===== src/rtl/jesd204_tx_gearbox_ctrl_pkg.sv =====
// Shared definitions for the JESD204 TX gearbox release controller.
package jesd204_tx_gearbox_ctrl_pkg;

  typedef enum logic [1:0] {
    ST_IDLE      = 2'd0,
    ST_WAIT_LMFC = 2'd1,
    ST_DELAY     = 2'd2,
    ST_RUN       = 2'd3
  } gb_state_t;

endpackage


===== src/rtl/jesd204_tx_gearbox_ctrl_if.sv =====
// Control/status bundle between the link layer and the gearbox release controller.
interface jesd204_tx_gearbox_ctrl_if #(
  parameter int unsigned BEATS_W = 8,
  parameter int unsigned WAIT_W  = 4
);
  logic               enable;
  logic               lmfc_edge;
  logic [BEATS_W-1:0] cfg_beats_per_multiframe;
  logic [WAIT_W-1:0]  cfg_lmfc_wait;
  logic [BEATS_W-1:0] cfg_release_delay;
  logic               cfg_auto_resync;
  logic               status_misalign_clr;
  logic               output_ready;
  logic [1:0]         status_state;
  logic               status_misalign;
  logic [BEATS_W-1:0] lmfc_beat;

  modport master (
    output enable, lmfc_edge, cfg_beats_per_multiframe, cfg_lmfc_wait,
           cfg_release_delay, cfg_auto_resync, status_misalign_clr,
    input  output_ready, status_state, status_misalign, lmfc_beat
  );

  modport slave (
    input  enable, lmfc_edge, cfg_beats_per_multiframe, cfg_lmfc_wait,
           cfg_release_delay, cfg_auto_resync, status_misalign_clr,
    output output_ready, status_state, status_misalign, lmfc_beat
  );
endinterface


===== src/rtl/jesd204_tx_gearbox_ctrl_phase_tracker.sv =====
// LMFC phase counter with alignment supervision; shared with the RX side.
module jesd204_lmfc_phase_tracker #(
  parameter int unsigned BEATS_W = 8
) (
  input  logic               clk,
  input  logic               resetn,
  input  logic               track_en,
  input  logic               check_en,
  input  logic               lmfc_edge,
  input  logic [BEATS_W-1:0] cfg_beats_per_multiframe,
  output logic [BEATS_W-1:0] lmfc_beat,
  output logic               misalign
);
  logic edge_seen;

  always_ff @(posedge clk) begin
    if (!resetn) begin
      lmfc_beat <= '0;
      edge_seen <= 1'b0;
    end else begin
      if (lmfc_edge)
        lmfc_beat <= (cfg_beats_per_multiframe == '0) ? '0 : BEATS_W'(1);
      else if (lmfc_beat == cfg_beats_per_multiframe)
        lmfc_beat <= '0;
      else
        lmfc_beat <= lmfc_beat + 1'b1;

      // edge_seen re-qualifies on every exit from IDLE
      if (!track_en)
        edge_seen <= 1'b0;
      else if (lmfc_edge)
        edge_seen <= 1'b1;
    end
  end

  always_comb begin
    misalign = 1'b0;
    if (check_en)
      misalign = (lmfc_edge && (lmfc_beat != '0)) ||
                 ((lmfc_beat == '0) && edge_seen && !lmfc_edge);
  end
endmodule


===== src/rtl/jesd204_tx_gearbox_ctrl.sv =====
// TX gearbox release controller: arms on a chosen LMFC edge, delays, then enables reads.
module jesd204_tx_gearbox_ctrl
  import jesd204_tx_gearbox_ctrl_pkg::*;
#(
  parameter int unsigned BEATS_W = 8,
  parameter int unsigned WAIT_W  = 4
) (
  input  logic                     clk,
  input  logic                     resetn,
  jesd204_tx_gearbox_ctrl_if.slave bus
);
  gb_state_t          state, state_next;
  logic [WAIT_W-1:0]  edge_cnt, edge_cnt_next;
  logic [BEATS_W-1:0] delay_cnt, delay_cnt_next;
  logic [BEATS_W-1:0] beat;
  logic               misalign;
  logic               output_ready_q;
  logic               misalign_q;

  jesd204_lmfc_phase_tracker #(.BEATS_W(BEATS_W)) u_phase (
    .clk                      (clk),
    .resetn                   (resetn),
    .track_en                 (state != ST_IDLE),
    .check_en                 (state == ST_RUN),
    .lmfc_edge                (bus.lmfc_edge),
    .cfg_beats_per_multiframe (bus.cfg_beats_per_multiframe),
    .lmfc_beat                (beat),
    .misalign                 (misalign)
  );

  always_ff @(posedge clk) begin
    if (!resetn) begin
      state          <= ST_IDLE;
      edge_cnt       <= '0;
      delay_cnt      <= '0;
      output_ready_q <= 1'b0;
      misalign_q     <= 1'b0;
    end else begin
      state          <= state_next;
      edge_cnt       <= edge_cnt_next;
      delay_cnt      <= delay_cnt_next;
      // registered copy of the next state keeps output_ready glitch-free and aligned with RUN
      output_ready_q <= (state_next == ST_RUN);
      if (misalign)
        misalign_q <= 1'b1;
      else if (bus.status_misalign_clr)
        misalign_q <= 1'b0;
    end
  end

  always_comb begin
    state_next     = state;
    edge_cnt_next  = edge_cnt;
    delay_cnt_next = delay_cnt;
    if (!bus.enable) begin
      state_next = ST_IDLE;
    end else begin
      unique case (state)
        ST_IDLE: begin
          state_next    = ST_WAIT_LMFC;
          edge_cnt_next = bus.cfg_lmfc_wait;
        end
        ST_WAIT_LMFC: begin
          if (bus.lmfc_edge) begin
            if (edge_cnt == '0) begin
              state_next     = ST_DELAY;
              delay_cnt_next = bus.cfg_release_delay;
            end else begin
              edge_cnt_next = edge_cnt - 1'b1;
            end
          end
        end
        ST_DELAY: begin
          if (delay_cnt == '0)
            state_next = ST_RUN;
          else
            delay_cnt_next = delay_cnt - 1'b1;
        end
        ST_RUN: begin
          if (misalign && bus.cfg_auto_resync) begin
            state_next    = ST_WAIT_LMFC;
            edge_cnt_next = bus.cfg_lmfc_wait;
          end
        end
        default: state_next = ST_IDLE;
      endcase
    end
  end

  always_comb begin
    bus.output_ready    = output_ready_q;
    bus.status_state    = state;
    bus.status_misalign = misalign_q;
    bus.lmfc_beat       = beat;
  end
endmodule

===== src/flat_wrapper.sv =====
// flat-port wrapper written by rule: the top's interface ports become plain ports
module jesd204_tx_gearbox_ctrl_flat import jesd204_tx_gearbox_ctrl_pkg::*;
#(
  parameter int unsigned BEATS_W = 8,
  parameter int unsigned WAIT_W  = 4
)
  (clk, resetn, bus_enable, bus_lmfc_edge, bus_cfg_beats_per_multiframe, bus_cfg_lmfc_wait, bus_cfg_release_delay, bus_cfg_auto_resync, bus_status_misalign_clr, bus_output_ready, bus_status_state, bus_status_misalign, bus_lmfc_beat);
  jesd204_tx_gearbox_ctrl_if #(.BEATS_W(BEATS_W), .WAIT_W(WAIT_W)) bus_i ();
  input  logic clk;
  input  logic resetn;
  input wire logic [$bits(bus_i.enable)-1:0] bus_enable;
  input wire logic [$bits(bus_i.lmfc_edge)-1:0] bus_lmfc_edge;
  input wire logic [$bits(bus_i.cfg_beats_per_multiframe)-1:0] bus_cfg_beats_per_multiframe;
  input wire logic [$bits(bus_i.cfg_lmfc_wait)-1:0] bus_cfg_lmfc_wait;
  input wire logic [$bits(bus_i.cfg_release_delay)-1:0] bus_cfg_release_delay;
  input wire logic [$bits(bus_i.cfg_auto_resync)-1:0] bus_cfg_auto_resync;
  input wire logic [$bits(bus_i.status_misalign_clr)-1:0] bus_status_misalign_clr;
  output wire logic [$bits(bus_i.output_ready)-1:0] bus_output_ready;
  output wire logic [$bits(bus_i.status_state)-1:0] bus_status_state;
  output wire logic [$bits(bus_i.status_misalign)-1:0] bus_status_misalign;
  output wire logic [$bits(bus_i.lmfc_beat)-1:0] bus_lmfc_beat;
  assign bus_i.enable = bus_enable;
  assign bus_i.lmfc_edge = bus_lmfc_edge;
  assign bus_i.cfg_beats_per_multiframe = bus_cfg_beats_per_multiframe;
  assign bus_i.cfg_lmfc_wait = bus_cfg_lmfc_wait;
  assign bus_i.cfg_release_delay = bus_cfg_release_delay;
  assign bus_i.cfg_auto_resync = bus_cfg_auto_resync;
  assign bus_i.status_misalign_clr = bus_status_misalign_clr;
  assign bus_output_ready = bus_i.output_ready;
  assign bus_status_state = bus_i.status_state;
  assign bus_status_misalign = bus_i.status_misalign;
  assign bus_lmfc_beat = bus_i.lmfc_beat;
  jesd204_tx_gearbox_ctrl #(.BEATS_W(BEATS_W), .WAIT_W(WAIT_W)) u_core (.clk(clk), .resetn(resetn), .bus(bus_i));
endmodule

===== config.mk =====
export PLATFORM = sky130hd
export DESIGN_NAME = jesd204_tx_gearbox_ctrl_flat
export DESIGN_NICKNAME = d
export VERILOG_FILES = /design/src/rtl/jesd204_tx_gearbox_ctrl_pkg.sv /design/src/rtl/jesd204_tx_gearbox_ctrl_if.sv /design/src/rtl/jesd204_tx_gearbox_ctrl_phase_tracker.sv /design/src/rtl/jesd204_tx_gearbox_ctrl.sv /design/src/flat_wrapper.sv
export SDC_FILE = /design/constraint.sdc
export NUM_CORES = 1
export LEC_CHECK = 0
export ABC_AREA = 1
export CAP_MARGIN = 10
export CORE_ASPECT_RATIO = 0.5
export CORE_MARGIN = 1.5
export CORE_UTILIZATION = 44
export DETAILED_ROUTE_END_ITERATION = 16
export PLACE_DENSITY = 0.82
export SKIP_LAST_GASP = 1
export SLEW_MARGIN = 20
export SYNTH_ARGS = -nofsm -noshare
export SYNTH_HDL_FRONTEND = slang
export SYNTH_SLANG_ARGS = --single-unit

===== constraint.sdc =====
create_clock -name clk -period 2 [get_ports clk]
set_input_delay 0.4 -clock clk [delete_from_list [all_inputs] [get_ports clk]]
set_output_delay 0.4 -clock clk [all_outputs]
set_load 0.05 [all_outputs]

== Word level (Yosys, flattened, before mapping) ==
Cells that the tools add are included.
Word-level totals
  output and inout bits: 12
  register bits: 25
Cells by class
  reductions and logical operators: 19
  mux-type cells: 20
  eq/ne operators: 10
  add/sub/neg operators: 3
Operators with widths (number)
  8-bit two-way mux: 5
  8-bit zero test: 3
  8-bit case mux with 2 select lines: 1
  4-bit two-way mux: 3
  4-bit case mux with 3 select lines: 1
  2-bit two-way mux: 5
  5-bit AND reduction: 2
  8-bit by 1-bit adder with 8-bit output, second input constant: 1
  8-bit equality test: 1
  2-bit case mux with 4 select lines: 1
  8-bit nonzero test: 1
  8-bit by 1-bit subtractor with 8-bit output, second input constant: 1
  2-bit equality test, second input constant: 3
  2-bit inequality test, second input constant: 3
  2-bit nonzero test: 3
  1-bit logical AND: 4
  4-bit zero test: 1
  1-bit two-way mux: 4
  2-bit by 1-bit inequality test with 1-bit output, second input constant: 2
  4-bit by 1-bit subtractor with 4-bit output, second input constant: 1
  3-bit nonzero test: 1
  2-bit by 1-bit equality test with 1-bit output, second input constant: 1
  2-bit zero test: 1
  2-bit AND reduction: 1
  other kinds (2): 2

== Longest topological paths before layout ==
  word-level depth: 10
  depth in mapped cells: 12
  depth with buffers taken out: 12

== Hierarchy ==
From an unflattened synthesis, not the netlist that was laid out.
Unflattened totals
  cell total of the unflattened synthesis: 251
  area, all modules: 1585.3 sq um
By module, submodules not included
  jesd204_tx_gearbox_ctrl: sequential area each 320.3 sq um, cells an instance 161, area each 987.2 sq um, times used 1
  jesd204_lmfc_phase_tracker: sequential area each 180.2 sq um, cells an instance 90, area each 598.1 sq um, times used 1

== Worst setup path before layout ==
OpenSTA, ideal clock, no wires.
  path kind: reg-to-reg
  start: register u_core.u_phase.lmfc_beat[0]
  end: register u_core.edge_cnt[1]
  setup slack: 0.234 ns
  library setup time: 0.113 ns
  stages on the path, launching flop included: 11
  required time: 1.887 ns
  data arrival time: 1.653 ns
  path buffers: 0
  cells stage by stage: dfxtp_1 -> inv_1 -> ha_1 -> inv_1 -> nor2_1 -> nand3_1 -> nand4_1 -> nand2_1 -> nand2_1 -> nor2_1 -> nor2_1
Between the ends
  cells in the longest elaborated chain, start to end: 8
RTL lines
  start: declaration: RTL line jesd204_tx_gearbox_ctrl_phase_tracker.sv:11  | output logic [BEATS_W-1:0] lmfc_beat,
  start signal: assignment: RTL line jesd204_tx_gearbox_ctrl_phase_tracker.sv:22  | lmfc_beat <= (cfg_beats_per_multiframe == '0) ? '0 : BEATS_W'(1);
  start signal: assignment: RTL line jesd204_tx_gearbox_ctrl_phase_tracker.sv:26  | lmfc_beat <= lmfc_beat + 1'b1;
  8-bit zero test: RTL line jesd204_tx_gearbox_ctrl_phase_tracker.sv:40  | ((lmfc_beat == '0) && edge_seen && !lmfc_edge);
  1-bit logical AND (2 in a row): RTL line jesd204_tx_gearbox_ctrl_phase_tracker.sv:40
  1-bit logical OR (*): RTL line jesd204_tx_gearbox_ctrl_phase_tracker.sv:39  | misalign = (lmfc_edge && (lmfc_beat != '0)) ||
  1-bit two-way mux (*): RTL line jesd204_tx_gearbox_ctrl_phase_tracker.sv:38  | if (check_en)
  1-bit logical AND (*): RTL line jesd204_tx_gearbox_ctrl.sv:80  | if (misalign && bus.cfg_auto_resync) begin
  2-bit by 1-bit inequality test with 1-bit output (no source line) (*)
  5-bit AND reduction (no source line) (*)
  end signal: assignment: RTL line jesd204_tx_gearbox_ctrl.sv:40  | edge_cnt <= edge_cnt_next;
  end: declaration: RTL line jesd204_tx_gearbox_ctrl.sv:13  | logic [WAIT_W-1:0] edge_cnt, edge_cnt_next;
Every way passes the cells marked *; elsewhere a longest branch is shown, timed or not.
A chain may end at the register's enable or synchronous reset.

== Final worst setup path ==
  start: register u_core.u_phase.lmfc_beat[6]
  end: output bus_lmfc_beat[6]
RTL lines
  end: declaration: RTL line flat_wrapper.sv:21  | output wire logic [$bits(bus_i.lmfc_beat)-1:0] bus_lmfc_beat;
No word-level cell between the ends.

==> metrics.txt <==
# TYPE chip_impl_metric gauge
chip_impl_metric{name="arrival",unit="ns"} 1.53
chip_impl_metric{name="first_global_vias",unit=""} 1366
chip_impl_metric{name="placement.cell_area",unit="um2"} 1933
chip_impl_metric{name="pin_count_of_the_biggest_net_entering_global_routing",unit=""} 15
chip_impl_metric{name="gp_congestion",unit=""} 0.7976
chip_impl_metric{name="cts_htree_levels",unit=""} 1
chip_impl_info{name="top_library_cells_by_usage_in_the_layout_fill_and_taps_aside",value="nand2_1, clkdlybuf4s50_1, inv_1"} 1
chip_impl_metric{name="clock_insertion_delay_worst_skew",unit="ns"} 0.27
chip_impl_metric{name="critical_path_buf_inv_count",unit=""} 1
chip_impl_info{name="critical-path-slowest-cell",value="clkdlybuf4s50_1"} 1
chip_impl_metric{name="drt-wirelength-per-cell",unit="um"} 10.71
chip_impl_metric{name="maxClockFrequency",unit="GHz"} 0.5177
chip_impl_metric{name="met3RoutedLength",unit="um"} 157
chip_impl_metric{name="diodes",unit=""} 0
chip_impl_metric{name="synth.cell_area",unit="um2"} 1524
chip_impl_metric{name="drtAntennaViolNets",unit=""} 0
chip_impl_info{name="crit_type",value="flip-flop to primary output"} 1
chip_impl_metric{name="syn_nets",unit=""} 264
chip_impl_metric{name="max-cap-violations",unit=""} 0
chip_impl_metric{name="numPortBuffers",unit=""} 37
chip_impl_metric{name="yosys.cell_types.count",unit=""} 31
chip_impl_metric{name="critPathRequiredTime",unit="ns"} 1.60
chip_impl_metric{name="syn_inst",unit=""} 234
chip_impl_metric{name="cts_resized",unit=""} 0
chip_impl_metric{name="cts.clk_slew.worst_paths",unit="ns"} 0.09
chip_impl_metric{name="grt_use_total",unit="%"} 19.28
chip_impl_info{name="run_status",value="complete, no violations"} 1
chip_impl_info{name="most_frequent_standard_cell_in_the_layout_excluding_fill_and_tap_cells",value="nand2_1"} 1
chip_impl_metric{name="critical_path.max_stage_delay",unit="ns"} 0.83
chip_impl_metric{name="numClockSinks",unit=""} 25
chip_impl_info{name="top_layer",value="met4"} 1
chip_impl_metric{name="cts_post_setup_buffers_inserted",unit=""} 0
chip_impl_metric{name="final_core_utilization",unit="%"} 62.90
chip_impl_metric{name="die_width",unit="um"} 86.23
chip_impl_info{name="tritoncts",value="yes"} 1
chip_impl_metric{name="final_layout_size_suffix_gt1_share",unit="%"} 5.839
chip_impl_metric{name="remaining_drc_errors",unit=""} 0
chip_impl_metric{name="fp.dieArea",unit="um2"} 3847
chip_impl_metric{name="design.portCount",unit=""} 38
chip_impl_info{name="startpoint_type",value="flip-flop"} 1
chip_impl_metric{name="grt.overflow.total",unit=""} 0
chip_impl_metric{name="coreArea",unit="um2"} 3153
chip_impl_metric{name="post-route-cell-area",unit="um2"} 1983
chip_impl_info{name="holdCritPathClass",value="flip-flop to flip-flop"} 1
chip_impl_metric{name="detail_route.iter0.violations",unit=""} 65
chip_impl_metric{name="areaGrowthSynthToFinish",unit="%"} 30.13
chip_impl_metric{name="ir_worst_vdd",unit="uV"} 362.0
chip_impl_metric{name="place_worst_setup_slack",unit="ns"} 0.05651
chip_impl_metric{name="fin_crit",unit="ns"} 1.932
chip_impl_info{name="cpLargestDelayFamily",value="buffers and inverters"} 1
chip_impl_metric{name="synth-edff-count",unit=""} 0
chip_impl_metric{name="power_density",unit="nW/um2"} 541.6
chip_impl_metric{name="yosysSeqAreaShare",unit="%"} 32.84
chip_impl_info{name="endpoint_class_of_the_critical_path",value="primary output"} 1
chip_impl_metric{name="report.final.slew_viol_count",unit=""} 0
chip_impl_metric{name="initial_utilization",unit="%"} 48.33
chip_impl_info{name="synth_ff_type",value="dfxtp_1"} 1
chip_impl_metric{name="setup_total_negative_slack",unit="ns"} 0
chip_impl_metric{name="grt_first_pass_wirelength",unit="um"} 5782
chip_impl_metric{name="post-dp-hpwl",unit="um"} 2641
chip_impl_metric{name="post-place-cells",unit=""} 310
chip_impl_metric{name="vias_per_cell",unit=""} 4.955
chip_impl_metric{name="vias",unit=""} 1556
chip_impl_metric{name="met2_length",unit="um"} 1617
chip_impl_metric{name="synth.avg_cell_area",unit="um2"} 6.513
chip_impl_metric{name="fp_rows",unit=""} 14
chip_impl_metric{name="cts_hold_repair.buffers",unit=""} 0
chip_impl_metric{name="wirelength_met1",unit="um"} 1567
chip_impl_metric{name="finalClockSkew",unit="ns"} 0.007898
chip_impl_metric{name="number_of_buffers_on_the_longest_clock_path",unit=""} 2
chip_impl_metric{name="chipHeight",unit="um"} 44.62
chip_impl_metric{name="max_slew.worst_pin.slew",unit="ns"} 0.5131
chip_impl_metric{name="yosys.area.top_type_share",unit="%"} 32.84
chip_impl_metric{name="cts_inserted_buffers",unit=""} 3
chip_impl_metric{name="layoutNonFillerInstCount",unit=""} 314
chip_impl_metric{name="min_period_over_period",unit="%"} 96.59
chip_impl_metric{name="design.final.nets",unit=""} 305
chip_impl_info{name="crit_path_cell_trace",value="clkdlybuf4s50_1"} 1
chip_impl_info{name="synthTopCellsByArea",value="dfxtp_1, nand2_1, inv_1, nor2_1, a21oi_1"} 1
chip_impl_info{name="unrepaired_setup_endpoints_after_global_routing",value="false"} 1
chip_impl_metric{name="setup_viol",unit=""} 0
chip_impl_metric{name="yosysWarningCount",unit=""} 0
chip_impl_info{name="yosys.area.top_type",value="dfxtp_1"} 1
chip_impl_info{name="clock-root-buffer",value="clkbuf_8"} 1
chip_impl_metric{name="slew_headroom",unit="%"} 65.68
chip_impl_metric{name="total_routed_wirelength",unit="um"} 3362
chip_impl_metric{name="leakagePower",unit="nW"} 0.9265
chip_impl_metric{name="ffs_w_async_s_r_synth",unit="%"} 0
chip_impl_metric{name="grt_antenna_before_repair",unit=""} 0
chip_impl_metric{name="dr.pass1.iters",unit=""} 4
chip_impl_metric{name="peak_fanout_along_the_critical_path",unit=""} 5
chip_impl_metric{name="yosys_register_bits",unit=""} 25
chip_impl_metric{name="final.setup.worst_slack",unit="ns"} 0.06822
chip_impl_metric{name="hold_viol_final",unit=""} 0
[synthesized netlist by cell type, types with 2 or more instances]
cell type	instances
nand2_1	66
inv_1	34
nor2_1	26
dfxtp_1	25
a21oi_1	16
nand3_1	14
o21ai_0	11
xor2_1	6
nand4_1	5
ha_1	4
nor3_1	3
o21ai_1	3
inv_2	2
nor3b_1	2
[state kept, by name, summed over array words and instances, names as in the netlist]
signal	cells
u_core.delay_cnt	8
u_core.edge_cnt	4
u_core.bus.output_ready	1
u_core.bus.status_misalign	1
u_core.u_phase.lmfc_beat	8
u_core.u_phase.edge_seen	1
u_core.bus.status_state	2
[metrics by stage]
stage | hold slack [ns] | total power, mW
global route | 0.4980 | 1.130
detailed placement | 0.4642 | 0.7808
global placement | 0.4530 | 0.7742
floorplan | 0.4486 | 0.6898
finish | 0.4718 | 1.074
CTS | 0.4748 | 1.082
[cell families after synthesis]
kind of cell             count (synthesis)  synth area share, %
AND/OR/NAND/NOR                        125                37.60
AO/OA/AOI/OAI                           34                11.82
buffers and inverters                   39                10.43
XOR/XNOR                                 7                4.023
flip-flops                              25                32.84
adder cells (fa/ha/maj)                  4                3.284
[final timing paths]
kind	slack [ns]	startpoint	cells past startpoint	to
setup / recovery	0.07	u_core.u_phase.lmfc_beat[6]$_SDFF_PP0_	1	bus_lmfc_beat[6]
setup reg to reg	0.25	u_core.edge_cnt[1]$_SDFFE_PN0P_	10	u_core.delay_cnt[3]$_SDFFE_PN0P_
hold / removal	0.47	u_core.bus.status_misalign$_SDFFE_PN0P_	2	u_core.bus.status_misalign$_SDFFE_PN0P_
hold reg to reg	0.47	u_core.bus.status_misalign$_SDFFE_PN0P_	2	u_core.bus.status_misalign$_SDFFE_PN0P_
[metal layers]
metal,GRT usage [%],vias up
met2,35.75,29
met3,5.410,2
met4,3.871,0
met1,22.94,695
li1,-,830
met5,0,-
[layout make-up]
type / instances / area (um2)
repair buffers: 39 / 387.9
inverters: 36 / 135.1
well taps: 40 / 50.05
fillers: 297 / 1170
multi-input cells: 170 / 864.6
clock buffers: 4 / 45.04
flip-flops and latches: 25 / 500.5
[power by group]
part,switching (mW),total (mW),internal [mW],leakage (nW)
Combinational,0.128,0.238,0.111,0.700
Clock,0.161,0.303,0.143,0.0228
Sequential,0.0165,0.532,0.516,0.203
No activity file was read; power rests on OpenSTA's default activity.
